File: config.mk
export PLATFORM = sky130hd
export DESIGN_NAME = video_stream_sink
export DESIGN_NICKNAME = d
export VERILOG_FILES = /design/src/rtl/video_stream_pkg.sv /design/src/rtl/video_pixel_fifo.sv /design/src/rtl/video_stream_sink.sv
export SDC_FILE = /design/constraint.sdc
export NUM_CORES = 1
export LEC_CHECK = 0
export ABC_AREA = 0
export BUFFER_PORTS_ARGS = -buffer_cell sky130_fd_sc_hd__buf_2
export CORE_ASPECT_RATIO = 1.1
export CORE_MARGIN = 2
export CORE_UTILIZATION = 55
export CTS_CLUSTER_SIZE = 30
export DETAILED_ROUTE_END_ITERATION = 10
export GPL_TIMING_DRIVEN = 0
export PLACE_DENSITY = 0.76
export SLEW_MARGIN = 20
export SYNTH_ARGS = -nofsm -noshare
export SYNTH_HDL_FRONTEND = slang
export SYNTH_SLANG_ARGS = --single-unit
File: constraint.sdc
create_clock -name clk_clk -period 3.6 [get_ports clk_clk]
set_clock_uncertainty 0.1 [all_clocks]
set_input_delay 0.54 -clock clk_clk [delete_from_list [all_inputs] [get_ports clk_clk]]
set_output_delay 0.54 -clock clk_clk [all_outputs]
set_load 0.005 [all_outputs]
File: src/rtl/video_stream_pkg.sv
// Shared types and field layout for the video stream sink.
// RGB beats arrive as 24-bit {R,G,B}; they leave as 32-bit {R,G,B,A}.
package video_stream_pkg;

  localparam int PIX_W  = 24;
  localparam int RGBA_W = 32;

  localparam int PIX_R_LSB = 16;
  localparam int PIX_G_LSB = 8;
  localparam int PIX_B_LSB = 0;

  localparam int RGBA_R_LSB = 24;
  localparam int RGBA_G_LSB = 16;
  localparam int RGBA_B_LSB = 8;
  localparam int RGBA_A_LSB = 0;

  typedef enum logic [1:0] {
    WAIT_SOP = 2'd0,
    RECEIVE  = 2'd1,
    DRAIN    = 2'd2
  } sink_state_t;

  function automatic logic [RGBA_W-1:0] to_rgba(input logic [PIX_W-1:0] pix,
                                                input logic [7:0]       alpha);
    logic [RGBA_W-1:0] o;
    o = '0;
    o[RGBA_R_LSB +: 8] = pix[PIX_R_LSB +: 8];
    o[RGBA_G_LSB +: 8] = pix[PIX_G_LSB +: 8];
    o[RGBA_B_LSB +: 8] = pix[PIX_B_LSB +: 8];
    o[RGBA_A_LSB +: 8] = alpha;
    return o;
  endfunction

endpackage

File: src/rtl/video_pixel_fifo.sv
// Synchronous show-ahead FIFO; the head entry is visible on rd_data while !empty.
// DEPTH must be a power of two so the pointers wrap for free.
module video_pixel_fifo #(
  parameter int WIDTH = 32,
  parameter int DEPTH = 4
) (
  input  logic             clk,
  input  logic             rst_n,
  input  logic             wr_en,
  input  logic [WIDTH-1:0] wr_data,
  input  logic             rd_en,
  output logic [WIDTH-1:0] rd_data,
  output logic             full,
  output logic             empty
);

  localparam int AW = $clog2(DEPTH);

  logic [WIDTH-1:0] mem [DEPTH];
  logic [AW-1:0]    wr_ptr;
  logic [AW-1:0]    rd_ptr;
  logic [AW:0]      count;
  logic             push;
  logic             pop;

  assign full  = (count == (AW+1)'(DEPTH));
  assign empty = (count == '0);
  assign push  = wr_en && !full;
  assign pop   = rd_en && !empty;

  // Data reads as zero when nothing is queued so the output is clean out of reset.
  assign rd_data = empty ? '0 : mem[rd_ptr];

  always_ff @(posedge clk) begin
    if (push) mem[wr_ptr] <= wr_data;
  end

  always_ff @(posedge clk) begin
    if (!rst_n) begin
      wr_ptr <= '0;
      rd_ptr <= '0;
      count  <= '0;
    end else begin
      if (push) wr_ptr <= wr_ptr + 1'b1;
      if (pop)  rd_ptr <= rd_ptr + 1'b1;
      case ({push, pop})
        2'b10:   count <= count + 1'b1;
        2'b01:   count <= count - 1'b1;
        default: count <= count;
      endcase
    end
  end

endmodule

File: src/rtl/video_stream_sink.sv
// Frame-checking sink: takes SOP/EOP-delimited RGB beats, tracks pixel position,
// queues pixels as RGBA and flags correctly or incorrectly sized frames.
module video_stream_sink
  import video_stream_pkg::*;
#(
  parameter int         FRAME_WIDTH  = 320,
  parameter int         FRAME_HEIGHT = 240,
  parameter logic [7:0] ALPHA        = 8'hFF,
  parameter int         FIFO_DEPTH   = 4
) (
  input  logic              clk_clk,
  input  logic              reset_reset_n,
  input  logic [PIX_W-1:0]  sink_data,
  input  logic              sink_startofpacket,
  input  logic              sink_endofpacket,
  input  logic              sink_valid,
  output logic              sink_ready,
  output logic [RGBA_W-1:0] rgba_data,
  output logic              rgba_valid,
  input  logic              rgba_ready,
  output logic              stream_endofpacket,
  output logic              frame_done,
  output logic              frame_error
);

  localparam int XW = (FRAME_WIDTH  > 1) ? $clog2(FRAME_WIDTH)  : 1;
  localparam int YW = (FRAME_HEIGHT > 1) ? $clog2(FRAME_HEIGHT) : 1;
  localparam logic [XW-1:0] X_LAST = XW'(FRAME_WIDTH - 1);
  localparam logic [YW-1:0] Y_LAST = YW'(FRAME_HEIGHT - 1);

  sink_state_t   state;
  logic [XW-1:0] x;
  logic [YW-1:0] y;
  logic          run;
  logic          fifo_full;
  logic          fifo_empty;

  logic          accept;
  logic          pix_beat;
  logic [XW-1:0] px;
  logic [YW-1:0] py;
  logic          at_last;

  // run holds sink_ready low for the reset cycles and releases it afterwards.
  assign sink_ready = run && !fifo_full;
  assign accept     = sink_valid && sink_ready;
  assign rgba_valid = !fifo_empty;

  // An SOP beat always restarts at (0,0); otherwise only RECEIVE beats are pixels.
  always_comb begin
    pix_beat = accept && (sink_startofpacket || (state == RECEIVE));
    px       = sink_startofpacket ? '0 : x;
    py       = sink_startofpacket ? '0 : y;
    at_last  = (px == X_LAST) && (py == Y_LAST);
  end

  video_pixel_fifo #(
    .WIDTH (RGBA_W),
    .DEPTH (FIFO_DEPTH)
  ) u_fifo (
    .clk     (clk_clk),
    .rst_n   (reset_reset_n),
    .wr_en   (pix_beat),
    .wr_data (to_rgba(sink_data, ALPHA)),
    .rd_en   (rgba_ready),
    .rd_data (rgba_data),
    .full    (fifo_full),
    .empty   (fifo_empty)
  );

  always_ff @(posedge clk_clk) begin
    if (!reset_reset_n) begin
      state              <= WAIT_SOP;
      x                  <= '0;
      y                  <= '0;
      run                <= 1'b0;
      stream_endofpacket <= 1'b0;
      frame_done         <= 1'b0;
      frame_error        <= 1'b0;
    end else begin
      run                <= 1'b1;
      stream_endofpacket <= accept && sink_endofpacket;
      frame_done         <= 1'b0;
      frame_error        <= 1'b0;
      if (pix_beat) begin
        // A fresh SOP while a frame is still open abandons the old one.
        if (sink_startofpacket && (state == RECEIVE)) frame_error <= 1'b1;
        if (sink_endofpacket) begin
          if (at_last) frame_done  <= 1'b1;
          else         frame_error <= 1'b1;
          state <= WAIT_SOP;
          x     <= '0;
          y     <= '0;
        end else if (at_last) begin
          frame_error <= 1'b1;
          state       <= DRAIN;
          x           <= '0;
          y           <= '0;
        end else begin
          state <= RECEIVE;
          if (px == X_LAST) begin
            x <= '0;
            y <= py + 1'b1;
          end else begin
            x <= px + 1'b1;
            y <= py;
          end
        end
      end else if (accept && (state == DRAIN) && sink_endofpacket) begin
        state <= WAIT_SOP;
      end
    end
  end

endmodule

==> flow_summary.ini <==
[status]
status = completed

[clocking]
tritoncts = built
cts.clk_slew.worst_paths_ns = 0.06
ctsRootBufferMaster = sky130_fd_sc_hd__clkbuf_8
max-clock-path-buffers = 2
clock_latency_ns = 0.52
ctsHtreeMaxLevel = 4
cts.sinks = 128
cts-buffers-inserted = 17
cts.hold.buffers_added = 0

[synthesis]
synthesis.area_per_instance_um2 = 14.5
post_synth_xor_area_fraction_pct = 1.14
main_combinational_cell_family_by_area_after_synthesis = simple AND/OR/NAND/NOR gates
synth_simple_gate_area_share_pct = 12.9
gate_count_of_the_mapped_netlist = 371
synth-seq-area-share_pct = 65.5
yosys_warnings = 0
asyncSetResetFlopFracSynth_pct = 0
post_synth_cell_types = 51
synth_top_flop_cell = sky130_fd_sc_hd__edfxtp_1
synth_fa_ha_area_share_pct = 2.00
synth-edff-count = 96
postSynthRegisterBits = 128
yosys-mux-area-fraction_pct = 10.4
compound_gate_portion_of_the_synthesized_area_pct = 4.79
syn_area_mm2 = 0.00538
synth_nets = 409

[timing]
slew_headroom_pct = 41.3
setup_violations = 0
setup_total_negative_slack_ns = 0
holdWs_ns = 0.133
fin_crit_sh_pct = 91.5
rsz0062_at_grt = false
period_minus_slack_ns = 3.29
timing.final.max_slew_violations = 0
worst_slack_ns = 0.307
clock.fmax_mhz = 304
transition_time_at_the_pin_with_the_least_slew_margin_ns = 0.873
timing.final.hold_violations = 0

[final_layout]
syn2layout_area_growth_pct = 20.0
mostFrequentLayoutCell = sky130_fd_sc_hd__edfxtp_1
finalNonFillerCells = 585
fillerInstances = 657
fin_nets = 493
diodes = 0
postLayoutCoreUtil_pct = 68.4
fraction_of_final_layout_cells_sized_beyond_drive_strength_1_pct = 30.3
most-common-layout-cells = sky130_fd_sc_hd__edfxtp_1 (96), sky130_fd_sc_hd__buf_2 (66), sky130_fd_sc_hd__dfxtp_1 (32)
stdcell_area_mm2 = 0.00646

[floorplan]
die_w_um = 98.3
design.core.area_mm2 = 0.00944
pin_count = 67
initial_core_util_pct = 57.0
rows = 37
die-height_um = 108
fp.dieArea_mm2 = 0.0106

[global_routing]
grt.total_usage_pct = 22.9
number_of_antenna_violations_at_the_first_check_in_global_routing = 1
pin_count_of_the_biggest_net_entering_global_routing = 25
grt_overflow = 0
global_route_wire_length_before_repair_mm = 18.0
via_count_of_the_first_global_routing_pass = 3459

[hold_path]
launch_point_of_the_worst_hold_path = reset_reset_n
hold_path_class = in2reg
hold-path-cell-count = 1
min_delay_worst_endpoint = run

[routing]
antenna_violating_nets_post_route = 0
highest_layer_used_for_signal_routing = met5
wl_met2_mm = 6.20
postRouteWirelength_mm = 11.4
dr.pass1.iters = 5
detailroute.via_count = 3416
drt_first_iter_violations = 192
route.detailed.wl_per_inst_um = 19.5
drc = 0
via_density_per_instance = 5.84
drt-met1-wl_mm = 4.27
met3WireLength_um = 698

[setup_path]
worst_setup_path_start_kind = flip-flop
criticalPathCategory = reg2out
worstRegToRegCells = 11
crit_arrival_ns = 2.65
critical_path.max_fanout = 10
cp-end-kind = output port
rr_endpoint = u_fifo.count[2]
cp_data_required_time_ns = 2.96
setup.reg_to_reg.worst_slack_ns = 0.31
crit-reg2reg-launch = u_fifo.count[0]

[power_and_ir_drop]
p_int_mw = 3.16
sw_frac_of_total_pct = 23.8
p_seq_share_pct = 39.7
cellPowerDensity_mw_per_mm2 = 641
leakage_nw = 2.33
p_clk_share_pct = 40.9
max-vdd-ir-drop_uv = 425
combinationalPowerShare_pct = 19.4
power.net_switching_uw = 984
post-layout-total-power_mw = 4.14

[place]
gp_routability_congestion = 0.937
dp_slack_ns = 0.195
place_hpwl_mm = 6.82
post_place_instance_area_mm2 = 0.00586
place.port_buffers = 65
placed_cells = 553

[run]
max_cap_violations = 0
-- critical path: stages, from the launching register on --
cell and delay, ns:
sky130_fd_sc_hd__dfxtp_1 0.30, sky130_fd_sc_hd__clkbuf_1 0.35, sky130_fd_sc_hd__clkdlybuf4s15_2 0.57, sky130_fd_sc_hd__mux4_2 0.61, sky130_fd_sc_hd__and2_1 0.18, sky130_fd_sc_hd__buf_2 0.12
-- registers in the layout (all words and copies together), names as in the netlist, named ones only --
signal / count
run: 1
frame_done: 1
state: 2
u_fifo.rd_ptr: 2
y: 8
x: 9
u_fifo.count: 3
frame_error: 1
u_fifo.mem: 96
u_fifo.wr_ptr: 2
stream_endofpacket: 1
-- worst max-delay path by stage --
stage / cells past startpoint / start / endpoint
2_1_floorplan: 11 / u_fifo.count[0] / u_fifo.count[2]
3_3_place_gp: 9 / sink_startofpacket / y[1]
3_5_place_dp: 9 / sink_startofpacket / y[3]
4_1_cts: 5 / flip-flop / rgba_data[17]
5_1_grt: 11 / u_fifo.count[0] / u_fifo.count[2]
6_report: 5 / flip-flop / rgba_data[21]
-- power by group through the flow --
| stage | sequential, mW | combinational, mW | clock (mW) |
|---|---|---|---|
| global route | 1.65 | 0.876 | 1.78 |
| floorplan | 1.67 | 0.510 | 0 |
| detailed placement | 1.67 | 0.791 | 0 |
| CTS | 1.64 | 0.813 | 1.72 |
| global placement | 1.67 | 0.773 | 0 |
| finish | 1.64 | 0.804 | 1.69 |
-- cell type report --
cell class	instances	area [µm²]	area share, %
Sequential cell	128	3520	54.6
Buffer	26	148	2.29
Clock buffer	19	422	6.53
Multi-Input combinational cell	207	1690	26.1
Inverter	10	37.5	0.581
Clock inverter	13	169	2.62
Tap cell	117	146	2.27
Timing Repair Buffer	65	325	5.04
-- synth_stat cells, types with 2 or more instances --
cell	instances	share of area, %
sky130_fd_sc_hd__clkbuf_1	14	0.98
sky130_fd_sc_hd__or3_1	3	0.35
sky130_fd_sc_hd__nor3_1	2	0.19
sky130_fd_sc_hd__buf_1	2	0.14
sky130_fd_sc_hd__a22oi_1	3	0.42
sky130_fd_sc_hd__nor2b_1	4	0.46
sky130_fd_sc_hd__xor2_1	4	0.65
sky130_fd_sc_hd__mux4_2	24	10
sky130_fd_sc_hd__and2_1	30	3.5
sky130_fd_sc_hd__a21o_1	2	0.28
sky130_fd_sc_hd__nand2b_1	2	0.23
sky130_fd_sc_hd__edfxtp_1	96	54
sky130_fd_sc_hd__xnor2_1	3	0.49
sky130_fd_sc_hd__ha_1	7	1.6
sky130_fd_sc_hd__nor4_1	4	0.46
sky130_fd_sc_hd__a21oi_1	11	1.0
sky130_fd_sc_hd__nor2_1	21	1.5
sky130_fd_sc_hd__inv_1	10	0.70
sky130_fd_sc_hd__and3_1	2	0.23
sky130_fd_sc_hd__nand4_1	6	0.70
sky130_fd_sc_hd__dfxtp_1	32	12
sky130_fd_sc_hd__o21ai_0	12	1.1
sky130_fd_sc_hd__buf_4	8	1.1
sky130_fd_sc_hd__nor3b_1	3	0.42
sky130_fd_sc_hd__nand2_1	24	1.7
sky130_fd_sc_hd__o21a_1	2	0.28
sky130_fd_sc_hd__nand3_1	12	1.1
sky130_fd_sc_hd__nand4b_1	2	0.33
sky130_fd_sc_hd__nand3b_1	4	0.56
-- cells by family after synthesis --
logic type	count (synthesis)
simple gates	126
xor+xnor	7
fa+ha+maj	8
flops	128
compound gates	40
buf+inv	36
mux	26
-- per-layer routing --
| layer | vias to the layer above | track usage [%] |
|---|---|---|
| met5 | - | 0 |
| met2 | 133 | 40.4 |
| met1 | 1698 | 26.1 |
| met3 | 20 | 7.21 |
| met4 | 2 | 8.61 |
| li1 | 1563 | - |
-- what timing repair did --
action | in CTS | in global routing
pin swaps | 0 | 0
gates resized for setup | 2 | 2
buffers inserted | 0 | 0
endpoints found under the setup margin | 4 | 9
gates cloned | 0 | 0
Power figures use the tool's default switching activity.
